### config.mk
export PLATFORM = sky130hd
export DESIGN_NAME = drive_mode_arbiter
export DESIGN_NICKNAME = d
export VERILOG_FILES = /design/src/rtl/drive_mode_arbiter.sv
export SDC_FILE = /design/constraint.sdc
export NUM_CORES = 1
export LEC_CHECK = 0
export ABC_AREA = 1
export CORE_MARGIN = 5
export CORE_UTILIZATION = 55
export DETAILED_ROUTE_END_ITERATION = 7
export GPL_TIMING_DRIVEN = 0
export PLACE_DENSITY = 0.79
export SLEW_MARGIN = 0
export SYNTH_ARGS = -nofsm -noshare
export SYNTH_HDL_FRONTEND = slang
export SYNTH_SLANG_ARGS = --single-unit
export TNS_END_PERCENT = 20
### constraint.sdc
create_clock -name clk -period 2 [get_ports clk]
set_clock_uncertainty 0.1 [all_clocks]
set_input_delay 0.5 -clock clk [delete_from_list [all_inputs] [get_ports clk]]
set_output_delay 0.5 -clock clk [all_outputs]
set_load 0.01 [all_outputs]
### src/rtl/drive_mode_arbiter.sv
// Arbitrates the car's power/run-state/moving-state registers between the manual,
// semi-auto and auto controllers, with long-press power-up and idle power-down.
module drive_mode_arbiter #(
    parameter int TICK_DIV = 100000,
    parameter int PON_MS   = 1000,
    parameter int IDLE_MS  = 10000
) (
    input  logic       clk,
    input  logic       rst,
    input  logic       power_on,
    input  logic       power_off,
    input  logic [1:0] mode_sw,
    input  logic [1:0] m_next_state,
    input  logic [3:0] m_next_moving,
    input  logic       m_kill,
    input  logic [1:0] s_next_state,
    input  logic [3:0] s_next_moving,
    input  logic       s_kill,
    input  logic [1:0] a_next_state,
    input  logic [3:0] a_next_moving,
    input  logic       a_kill,
    output logic       power,
    output logic [1:0] state,
    output logic [3:0] moving_state,
    output logic [1:0] mode,
    output logic       mode_pending,
    output logic       arming
);
    localparam int TW = (TICK_DIV > 2) ? $clog2(TICK_DIV) : 1;
    localparam int PW = (PON_MS   > 2) ? $clog2(PON_MS)   : 1;
    localparam int IW = (IDLE_MS  > 2) ? $clog2(IDLE_MS)  : 1;
    localparam logic [TW-1:0] TICK_LAST = TW'(TICK_DIV - 1);
    localparam logic [PW-1:0] PON_LAST  = PW'(PON_MS - 1);
    localparam logic [IW-1:0] IDLE_LAST = IW'(IDLE_MS - 1);

    localparam logic [1:0] NSTART = 2'b00;
    localparam logic [1:0] MOVING = 2'b10;

    typedef enum logic [1:0] {P_OFF, P_ARM, P_ON} pwr_e;

    pwr_e          pst_q, pst_d;
    logic [TW-1:0] tick_q, tick_d;
    logic [PW-1:0] press_q, press_d;
    logic [IW-1:0] idle_q, idle_d;
    logic [1:0]    state_q, state_d;
    logic [3:0]    mov_q, mov_d;
    logic [1:0]    mode_q, mode_d;
    logic          pend_q, pend_d;

    logic       tick, pwr_on_q, act_kill, idle_to, off_req, legal, can_sw;
    logic [1:0] sel_ns, ns;
    logic [3:0] sel_nm, nm;

    assign tick     = (tick_q == TICK_LAST);
    assign pwr_on_q = (pst_q == P_ON);

    always_comb begin
        sel_ns   = m_next_state;
        sel_nm   = m_next_moving;
        act_kill = 1'b0;
        case (mode_q)
            2'd0: begin sel_ns = m_next_state; sel_nm = m_next_moving; act_kill = m_kill; end
            2'd1: begin sel_ns = s_next_state; sel_nm = s_next_moving; act_kill = s_kill; end
            2'd2: begin sel_ns = a_next_state; sel_nm = a_next_moving; act_kill = a_kill; end
            default: ;
        endcase
    end

    assign idle_to = pwr_on_q && (state_q == NSTART) && tick && (idle_q == IDLE_LAST);
    assign off_req = pwr_on_q && (power_off || act_kill || idle_to);

    // Power FSM: state register
    always_ff @(posedge clk or negedge rst) begin
        if (!rst) pst_q <= P_OFF;
        else      pst_q <= pst_d;
    end

    // Power FSM: next state
    always_comb begin
        pst_d   = pst_q;
        press_d = press_q;
        case (pst_q)
            P_OFF: if (power_on) begin
                pst_d   = P_ARM;
                press_d = '0;
            end
            P_ARM: begin
                if (!power_on) begin
                    pst_d   = P_OFF;
                    press_d = '0;
                end else if (tick) begin
                    if (press_q == PON_LAST) begin
                        pst_d   = P_ON;
                        press_d = '0;
                    end else begin
                        press_d = press_q + PW'(1);
                    end
                end
            end
            P_ON: if (off_req) pst_d = P_OFF;
            default: pst_d = P_OFF;
        endcase
    end

    // Power FSM: outputs (decoded from the state register, so still registered)
    always_comb begin
        power  = (pst_q == P_ON);
        arming = (pst_q == P_ARM);
    end

    // A power-off wins over a mode switch; the switch then lands a cycle later with power=0.
    assign legal  = (mode_sw != 2'b11) && (mode_sw != mode_q);
    assign can_sw = legal && !off_req && (!pwr_on_q || state_q != MOVING);

    always_comb begin
        ns = (sel_ns == 2'b11) ? state_q : sel_ns;
        nm = ((sel_nm & (sel_nm - 4'd1)) == 4'd0) ? sel_nm : 4'd0;
        if (ns != MOVING) nm = 4'd0;
    end

    always_comb begin
        tick_d  = tick ? '0 : tick_q + TW'(1);
        mode_d  = can_sw ? mode_sw : mode_q;
        pend_d  = legal && !can_sw;
        state_d = ns;
        mov_d   = nm;
        if (off_req || !pwr_on_q || can_sw) begin
            state_d = NSTART;
            mov_d   = 4'd0;
        end
        idle_d = idle_q;
        if (!pwr_on_q || state_q != NSTART) idle_d = '0;
        else if (tick)                      idle_d = (idle_q == IDLE_LAST) ? '0 : idle_q + IW'(1);
    end

    always_ff @(posedge clk or negedge rst) begin
        if (!rst) begin
            tick_q  <= '0;
            press_q <= '0;
            idle_q  <= '0;
            state_q <= NSTART;
            mov_q   <= 4'd0;
            mode_q  <= 2'd0;
            pend_q  <= 1'b0;
        end else begin
            tick_q  <= tick_d;
            press_q <= press_d;
            idle_q  <= idle_d;
            state_q <= state_d;
            mov_q   <= mov_d;
            mode_q  <= mode_d;
            pend_q  <= pend_d;
        end
    end

    assign state        = state_q;
    assign moving_state = mov_q;
    assign mode         = mode_q;
    assign mode_pending = pend_q;
endmodule

* Yosys cells after proc, flatten, opt, wreduce, memory -nomap -nowiden
Cells that the tools add are included.
** Cells by class
- Add/subtract/negate cells :: 4
- Eq/ne operators :: 16
- Multiplexer cells :: 23
- Bitwise operators :: 1
- Reductions and logical operators :: 26
** Operators with widths (number)
- $mux W14 :: 3
- $mux W10 :: 4
- $pmux W10 S2 :: 1
- $add A17 B1 Y17 const B :: 1
- $eq A17 B17 Y1 const B :: 1
- $mux W17 :: 1
- $add A14 B1 Y14 const B :: 1
- $eq A14 B14 Y1 const B :: 1
- $mux W2 :: 7
- $mux W4 :: 3
- $add A10 B1 Y10 const B :: 1
- $eq A10 B10 Y1 const B :: 1
- $logic_and A1 B1 Y1 :: 8
- $ne A2 B2 Y1 const B :: 4
- $pmux W4 S2 :: 1
- $eq A2 B2 Y1 const B :: 3
- $logic_not A2 Y1 :: 3
- $logic_or A1 B1 Y1 :: 6
- $ne A3 B2 Y1 const B :: 2
- $pmux W2 S3 :: 1
- $reduce_bool A2 Y1 :: 3
- $and A4 B4 Y4 :: 1
- $eq A2 B1 Y1 const B :: 2
- $logic_not A4 Y1 :: 1
- other kinds (8) :: 10
** Word-level totals
- Flip-flop bits (word level) :: 52
- Input port bits :: 27
- Output and inout port bits :: 11
- Logic and storage cells :: 78

* Longest topological paths before layout
Gate-level depths: netlist (run 1).
- Word-level depth :: 11
- Depth in mapped cells :: 11

* Least setup slack after synthesis (run 1)
OpenSTA, ideal clock, no wires.
- Path type :: register -> register
- Start point :: reg mode_q[0], in the netlist mode[0]
- End point :: reg mov_q[0], in the netlist moving_state[0]
- Library setup time :: 75 ps
- Data arrival time :: 1658 ps
- Required time :: 1825 ps
- Slack :: 167 ps
- Stages on the path, launching flop included :: 11
- Buffers on the path :: 0
- Period minus slack after synthesis :: 1833 ps
- Path through :: dfrtp_1 inv_1 ha_1 inv_1 a21oi_1 a21oi_1 o21ai_0 inv_1 nor2_1 nand2_1 nor2_1
** On the way
- Cells in the longest elaborated chain, start to end :: 10
- Elaborated cells between the ends (all ways) :: 25
- Classes of those cells :: add/sub (1); eq/ne (5); mux (7); bitwise (1); reduce/logical (11)
** RTL lines
- start, declared :: RTL line 47 : logic [1:0] mode_q, mode_d;
- start signal, assigned :: RTL line 151 : mode_q <= mode_d;
- parallel branches: the longest is 9 deep, another holds $sub A4 B1 Y4
- $mux W4 (*) :: RTL line 127 : if (off_req || !pwr_on_q || can_sw) begin
- via mov_d[0] :: RTL line 46 : logic [3:0] mov_q, mov_d;
- end signal, assigned :: RTL line 150 : mov_q <= mov_d;
- end, declared :: RTL line 46
Mark *: on every way through the listed nets, which the timed path passes.
A chain may end at the register's enable or synchronous reset.

* Worst setup path in the final report (run 1)
- Start point :: reg mode_q[0], in the netlist mode[0]
- End point :: out mode[0]
** RTL lines
- end, declared :: RTL line 25 : output logic [1:0] mode,
No word-level cell between the ends.

==> run_summary.xml, run 1 <==
<?xml version="1.0" encoding="UTF-8"?>
<metrics>
  <group name="sta">
    <metric name="setup-violations-final" unit="">0</metric>
    <metric name="worst_slew_pin_slew" unit="ns">0.425</metric>
    <metric name="timing_hold_violations_final" unit="">0</metric>
    <metric name="maxSlewViolCount" unit="">0</metric>
    <metric name="hold_slack" unit="ns">0.0178</metric>
    <metric name="period_needed" unit="ns">1.95</metric>
    <metric name="min_period_over_period" unit="">0.973</metric>
    <metric name="final.setup.tns" unit="ns">0</metric>
    <metric name="rsz0062_at_grt" unit="">true</metric>
    <metric name="timing.fmax" unit="MHz">514</metric>
    <metric name="worst_slew_margin_rel" unit="">0.714</metric>
  </group>
  <group name="die">
    <metric name="num_rows" unit="">27</metric>
    <metric name="io_pins" unit="">38</metric>
    <metric name="area_of_the_die" unit="um2">7450</metric>
    <metric name="floorplan.initialDensity" unit="">0.575</metric>
    <metric name="core_region_area" unit="um2">5570</metric>
    <metric name="die_x" unit="um">86.3</metric>
    <metric name="floorplan.die.height" unit="um">86.3</metric>
  </group>
  <group name="route">
    <metric name="via_count_of_the_routed_design" unit="">2955</metric>
    <metric name="top_signal_layer_used" unit="">met4</metric>
    <metric name="first_pass_iters" unit="">4</metric>
    <metric name="wl_per_cell" unit="um">12.9</metric>
    <metric name="met3_length" unit="um">298</metric>
    <metric name="viasPerCell" unit="">5.36</metric>
    <metric name="antenna_violating_nets_post_route" unit="">0</metric>
    <metric name="iteration_0_drc_markers" unit="">134</metric>
    <metric name="met2_wirelength" unit="um">3510</metric>
    <metric name="remaining_drc_errors" unit="">0</metric>
    <metric name="wirelength" unit="um">7100</metric>
    <metric name="drt-met1-wl" unit="um">3180</metric>
  </group>
  <group name="critical_path">
    <metric name="endpoint_kind" unit="">primary output</metric>
    <metric name="slowest_delay" unit="ns">0.47</metric>
    <metric name="critPathKind" unit="">reg -&gt; out</metric>
    <metric name="crit_arrival" unit="ns">1.35</metric>
    <metric name="critical_path.max_fanout" unit="">5</metric>
    <metric name="crit_path_cell_trace" unit="">buf_4 -&gt; clkdlybuf4s50_1</metric>
    <metric name="critical-path-slowest-cell" unit="">clkdlybuf4s50_1</metric>
    <metric name="worstPathRequired" unit="ns">1.40</metric>
    <metric name="startpoint_type" unit="">register</metric>
  </group>
  <group name="finish">
    <metric name="final_cells" unit="">551</metric>
    <metric name="final_cell_mix" unit="">nand2_1, inv_1, dfrtp_1, nand3_1, nor2_1</metric>
    <metric name="antennaDiodeCount" unit="">0</metric>
    <metric name="n_fill_cell" unit="">471</metric>
    <metric name="most_common_cell_after_layout_fill_and_taps_aside" unit="">nand2_1</metric>
    <metric name="final_stage_net_count" unit="">512</metric>
    <metric name="area_delta_synth_final" unit="%">23.2</metric>
    <metric name="finish.utilization" unit="">0.708</metric>
    <metric name="final_cell_area" unit="um2">3950</metric>
    <metric name="post_route_cells_drive_above_1_share" unit="">0.140</metric>
  </group>
  <group name="placed_design">
    <metric name="dpl.hpwl" unit="um">5280</metric>
    <metric name="count_of_port_buffers_added_during_placement" unit="">37</metric>
    <metric name="postPlaceCellArea" unit="um2">3680</metric>
    <metric name="routabilityCongestion" unit="">0.932</metric>
    <metric name="placed_cells" unit="">532</metric>
  </group>
  <group name="yosys">
    <metric name="synth_enable_flop_cells" unit="">0</metric>
    <metric name="synthDistinctLibCells" unit="">38</metric>
    <metric name="flip_flop_and_latch_count_after_synthesis" unit="">52</metric>
    <metric name="seq_area_frac_synth" unit="">0.406</metric>
    <metric name="yosys_most_used_dff" unit="">dfrtp_1</metric>
    <metric name="syn-cell-area" unit="um2">3200</metric>
    <metric name="async_reset_ff_frac" unit="">1.00</metric>
    <metric name="synth_instances" unit="">422</metric>
    <metric name="syn_area_per_cell" unit="um2">7.59</metric>
    <metric name="synth.net_count" unit="">456</metric>
    <metric name="synthesis.yosys.warnings" unit="">0</metric>
  </group>
  <group name="global_routing">
    <metric name="grt.total_usage" unit="">0.198</metric>
    <metric name="maximum_number_of_pins_on_one_net_before_global_route_repair" unit="">36</metric>
    <metric name="antenna_violations_before_repair" unit="">0</metric>
    <metric name="grt_remaining_overflow" unit="">0</metric>
    <metric name="number_of_global_route_vias_before_repair" unit="">2784</metric>
    <metric name="global_route_wire_length_before_repair" unit="um">12100</metric>
  </group>
  <group name="power">
    <metric name="peakVddDrop" unit="V">0.000697</metric>
    <metric name="pwrdens" unit="nW/um2">766</metric>
    <metric name="cellLeakagePower" unit="nW">1.78</metric>
  </group>
  <group name="cts">
    <metric name="sinks_on_clock_net" unit="">52</metric>
    <metric name="worst_path_clk_slew" unit="ns">0.09</metric>
    <metric name="cts_tree" unit="">yes</metric>
    <metric name="cts.root.buffer_cell" unit="">clkbuf_8</metric>
    <metric name="htreeDepth" unit="">2</metric>
    <metric name="cts_buffer_depth" unit="">2</metric>
    <metric name="tritoncts.num_buffers" unit="">5</metric>
    <metric name="worst_skew_pair.late_latency" unit="ns">0.30</metric>
  </group>
  <group name="hold_path">
    <metric name="hp-class" unit="">in -&gt; async</metric>
  </group>
  <group name="run_status">
    <metric name="result_of_the_run" unit="">finished clean</metric>
  </group>
  <group name="job">
    <metric name="timing.max_cap.violations" unit="">0</metric>
  </group>
</metrics>
worst paths after layout:
path                            startpoint              end  slack [ns]  cells after the start
worst max-delay path               mode[0]          mode[0]        0.05                      2
worst min-delay path                   rst        idle_q[4]        0.02                      1
worst max register to register     mode[0]  moving_state[1]        0.07                     10
worst min register to register   tick_q[0]        tick_q[0]        0.36                      1
max in group asynchronous              rst          mode[1]        1.24                      2
min in group clk                 tick_q[0]        tick_q[0]        0.36                      1
cell type report:
class / count / area (um2) / share of cell area
buffer: 2 / 16.3 / 0.00412
clock buffer: 8 / 90.1 / 0.0228
inverter: 66 / 250 / 0.0634
multi-input combinational: 302 / 1710 / 0.434
sequential: 52 / 1310 / 0.331
tap: 72 / 90.1 / 0.0228
timing repair buffer: 49 / 480 / 0.122
timing repair:
action / 4_1_cts / 5_1_grt
hold buffers: 0 / 0
pin swaps: 1 / 3
setup buffers: 1 / 10
gates resized for setup: 7 / 22
endpoints found under the setup margin: 6 / 32
synth_stat cells (all sizes together), types with 7 or more instances:
cell | number | area [um2]
o21ai | 30 | 161
nor4 | 8 | 56.3
inv | 65 | 244
ha | 7 | 87.6
nand4 | 16 | 100
dfrtp | 52 | 1300
nor3 | 21 | 133
nor2 | 45 | 201
nand2 | 86 | 325
nand3 | 44 | 235
xor2 | 17 | 149
a21oi | 7 | 35.0
report_power, final:
part	total (mW)	switching [mW]	internal [mW]
Sequential	1.16	0.0561	1.10
Clock	0.611	0.328	0.283
Combinational	1.26	0.738	0.518
logic make-up (layout without fill, tap and decap cells):
kind of cell	Yosys count	after routing	synth area share
DFF	52	52	0.406
and+or+nand+nor	228	228	0.344
xor gates and xnor gates	17	17	0.0465
AOI/OAI and AO/OA	50	50	0.0929
adders and majority gates	7	7	0.0273
buffers and inverters	68	125	0.0828
per-layer routing:
layer / global-route usage / vias to the layer above
li1: - / 1507
met1: 0.257 / 1364
met2: 0.332 / 76
met3: 0.0342 / 8
met4: 0.0694 / 0
met5: 0 / -
registers in the layout (all words and copies together), names as in the netlist:
| name | count |
|---|---|
| mode | 2 |
| state | 2 |
| pst_q | 2 |
| moving_state | 4 |
| press_q | 10 |
| tick_q | 17 |
| idle_q | 14 |
| mode_pending | 1 |
critical path: cells and delay by family (launching register included):
kind                   cells  cell delay (ns)
flip-flops                 1             0.45
buffers and inverters      2             0.61
metrics by stage:
step / power, mW / setup slack (ns)
after floorplan: 1.87 / 0.167
after global placement: 2.14 / -1.23
after detailed placement: 2.19 / -0.173
after CTS: 2.83 / -0.0317
after global routing: 3.25 / -0.0487
final: 3.02 / 0.0535
Note: power is estimated with default switching activity, not from simulation.
==> inputs of run 2 (changes only) <==
PLACE_DENSITY = 0.83   (was 0.79)
==> run 2 against run 1 <==
  * The run now ends with hold timing left
  * Largest cell class unchanged
  * First-iteration DRC count increased by 46%
  * Fmax grew 1.2%
  * Largest power group unchanged
  * Global-route usage shrank 0.35 points
  * Sequential power hardly changed
==> run_summary.xml, run 2 (synthesis results as in run 1) <==
<?xml version="1.0" encoding="UTF-8"?>
<metrics>
  <group name="run_status">
    <metric name="result_of_the_run" unit="">complete, but fails checks</metric>
    <metric name="failed_checks" unit="">hold timing</metric>
  </group>
  <group name="die">
    <metric name="io_pins" unit="">38</metric>
    <metric name="die_x" unit="um">86.3</metric>
    <metric name="floorplan.die.height" unit="um">86.3</metric>
    <metric name="floorplan.initialDensity" unit="">0.575</metric>
    <metric name="area_of_the_die" unit="um2">7450</metric>
    <metric name="num_rows" unit="">27</metric>
    <metric name="core_region_area" unit="um2">5570</metric>
  </group>
  <group name="placed_design">
    <metric name="placed_cells" unit="">532</metric>
    <metric name="dpl.hpwl" unit="um">5170</metric>
    <metric name="count_of_port_buffers_added_during_placement" unit="">37</metric>
    <metric name="routabilityCongestion" unit="">0.906</metric>
  </group>
  <group name="critical_path">
    <metric name="r2r-start" unit="">mode[1]</metric>
    <metric name="critical-path-slowest-cell" unit="">clkdlybuf4s50_1</metric>
    <metric name="worstPathBufferInverterCount" unit="">1</metric>
    <metric name="startpoint_type" unit="">register</metric>
    <metric name="crit_path_cell_trace" unit="">clkdlybuf4s50_1</metric>
    <metric name="crit_family" unit="">buffers and inverters</metric>
    <metric name="critical_path.max_fanout" unit="">4</metric>
    <metric name="worst-r2r-cell-count" unit="">8</metric>
    <metric name="endpoint_kind" unit="">primary output</metric>
    <metric name="crit_arrival" unit="ns">1.32</metric>
    <metric name="slowest_delay" unit="ns">0.59</metric>
    <metric name="critPathKind" unit="">reg -&gt; out</metric>
    <metric name="worstPathRequired" unit="ns">1.40</metric>
    <metric name="ff2ff_setup_slack" unit="ns">0.11</metric>
    <metric name="cp.depth" unit="">1</metric>
    <metric name="critPathLaunch" unit="">state[0]</metric>
    <metric name="crit_end" unit="">state[0]</metric>
    <metric name="r2r_end" unit="">moving_state[2]</metric>
  </group>
  <group name="cts">
    <metric name="cts_tree" unit="">yes</metric>
    <metric name="htreeDepth" unit="">2</metric>
    <metric name="sinks_on_clock_net" unit="">52</metric>
    <metric name="worst_path_clk_slew" unit="ns">0.10</metric>
    <metric name="worst_skew_pair.late_latency" unit="ns">0.31</metric>
    <metric name="tritoncts.num_buffers" unit="">5</metric>
    <metric name="cts.root.buffer_cell" unit="">clkbuf_8</metric>
    <metric name="cts_buffer_depth" unit="">2</metric>
  </group>
  <group name="sta">
    <metric name="timing.fmax" unit="MHz">520</metric>
    <metric name="hold_slack" unit="ns">-0.00439</metric>
    <metric name="timing_hold_violations_final" unit="">7</metric>
    <metric name="worst_slew_margin_rel" unit="">0.714</metric>
    <metric name="period_needed" unit="ns">1.92</metric>
    <metric name="maxSlewViolCount" unit="">0</metric>
    <metric name="worst_slew_pin_slew" unit="ns">0.428</metric>
    <metric name="setup-violations-final" unit="">0</metric>
    <metric name="rsz0062_at_grt" unit="">true</metric>
    <metric name="min_period_over_period" unit="">0.962</metric>
  </group>
  <group name="power">
    <metric name="pwrdens" unit="nW/um2">752</metric>
    <metric name="cellLeakagePower" unit="nW">1.76</metric>
    <metric name="peakVddDrop" unit="V">0.000702</metric>
    <metric name="report.power.total" unit="mW">2.92</metric>
  </group>
  <group name="job">
    <metric name="timing.max_cap.violations" unit="">0</metric>
  </group>
  <group name="route">
    <metric name="first_pass_iters" unit="">4</metric>
    <metric name="remaining_drc_errors" unit="">0</metric>
    <metric name="wirelength" unit="um">7030</metric>
    <metric name="viasPerCell" unit="">5.41</metric>
    <metric name="via_count_of_the_routed_design" unit="">2962</metric>
    <metric name="antenna_violating_nets_post_route" unit="">0</metric>
    <metric name="iteration_0_drc_markers" unit="">196</metric>
    <metric name="wl_per_cell" unit="um">12.8</metric>
  </group>
  <group name="global_routing">
    <metric name="global_route_wire_length_before_repair" unit="um">12000</metric>
    <metric name="grt.total_usage" unit="">0.194</metric>
    <metric name="number_of_global_route_vias_before_repair" unit="">2702</metric>
    <metric name="grt_remaining_overflow" unit="">0</metric>
    <metric name="maximum_number_of_pins_on_one_net_before_global_route_repair" unit="">38</metric>
    <metric name="antenna_violations_before_repair" unit="">0</metric>
  </group>
  <group name="finish">
    <metric name="most_common_cell_after_layout_fill_and_taps_aside" unit="">nand2_1</metric>
    <metric name="largest_reg_flops" unit="">17</metric>
    <metric name="finish.utilization" unit="">0.698</metric>
    <metric name="post_route_cells_drive_above_1_share" unit="">0.126</metric>
    <metric name="final_cell_mix" unit="">nand2_1, inv_1, dfrtp_1, nand3_1, nor2_1</metric>
    <metric name="final_stage_net_count" unit="">509</metric>
    <metric name="antennaDiodeCount" unit="">0</metric>
    <metric name="layout_top_registers" unit="">tick_q x17, idle_q x14, press_q x10</metric>
    <metric name="area_delta_synth_final" unit="%">21.4</metric>
    <metric name="final_cells" unit="">548</metric>
    <metric name="regMostFlops" unit="">tick_q</metric>
  </group>
  <group name="hold_path">
    <metric name="hp-class" unit="">in -&gt; async</metric>
  </group>
</metrics>
==> run 2: cell types whose count changed in the layout (fill, tap and decap cells not counted), moves of 2 or more <==
| cell | previous run | this run |
|---|---|---|
| clkbuf_1 | 2 | 0 |
| a21oi_1 | 5 | 7 |
| a21oi_2 | 2 | 0 |
| buf_4 | 10 | 8 |
| clkinvlp_4 | 0 | 2 |
==> run 2: cell type report <==
class | instances | area, um2
Clock inverter | 3 | 23.8
Buffer | 2 | 16.3
Clock buffer | 5 | 68.8
Timing Repair Buffer | 46 | 449
Tap cell | 72 | 90.1
Inverter | 66 | 250
Fill cell | 449 | 1690
Sequential cell | 52 | 1310
Multi-Input combinational cell | 302 | 1680
==> run 2: report_power, final <==
part / internal, mW / switching, mW
Sequential: 1.10 / 0.0496
Clock: 0.249 / 0.368
Combinational: 0.475 / 0.683
==> run 2: worst min-delay path by stage <==
stage | from | end | slack [ns] | cells past startpoint
6_report | rst | idle_q[4] | -0.004 | 1
5_1_grt | rst | idle_q[5] | 0.02 | 1
4_1_cts | rst | idle_q[6] | 0.001 | 1
3_5_place_dp | rst | idle_q[4] | 0.35 | 1
3_3_place_gp | tick_q[0] | tick_q[0] | 0.35 | 1
2_1_floorplan | rst | idle_q[0] | 0.10 | 0
==> run 2: what timing repair did <==
action	4_1_cts	5_1_grt
hold buffers	0	0
setup buffers	1	7
resized for setup	8	16
setup endpoints to repair	8	29
pin swaps	1	3
==> run 2: per-stage QoR <==
step	worst slack [ns]	instance area [um2]	setup TNS, ns
final	0.0765	3890	0
after global routing	-0.0522	3890	-0.267
after CTS	-0.0225	3790	-0.0225
after detailed placement	-0.210	3680	-2.66
after global placement	-1.18	3660	-62.74
after floorplan	0.167	3200	0
==> run 2: metal layers <==
metal | track usage | share of wire | vias up
li1 | - | - | 1506
met1 | 0.256 | 0.46 | 1393
met2 | 0.322 | 0.50 | 55
met3 | 0.0399 | 0.036 | 8
met4 | 0.0609 | 0.0093 | 0
met5 | 0 | 0 | -
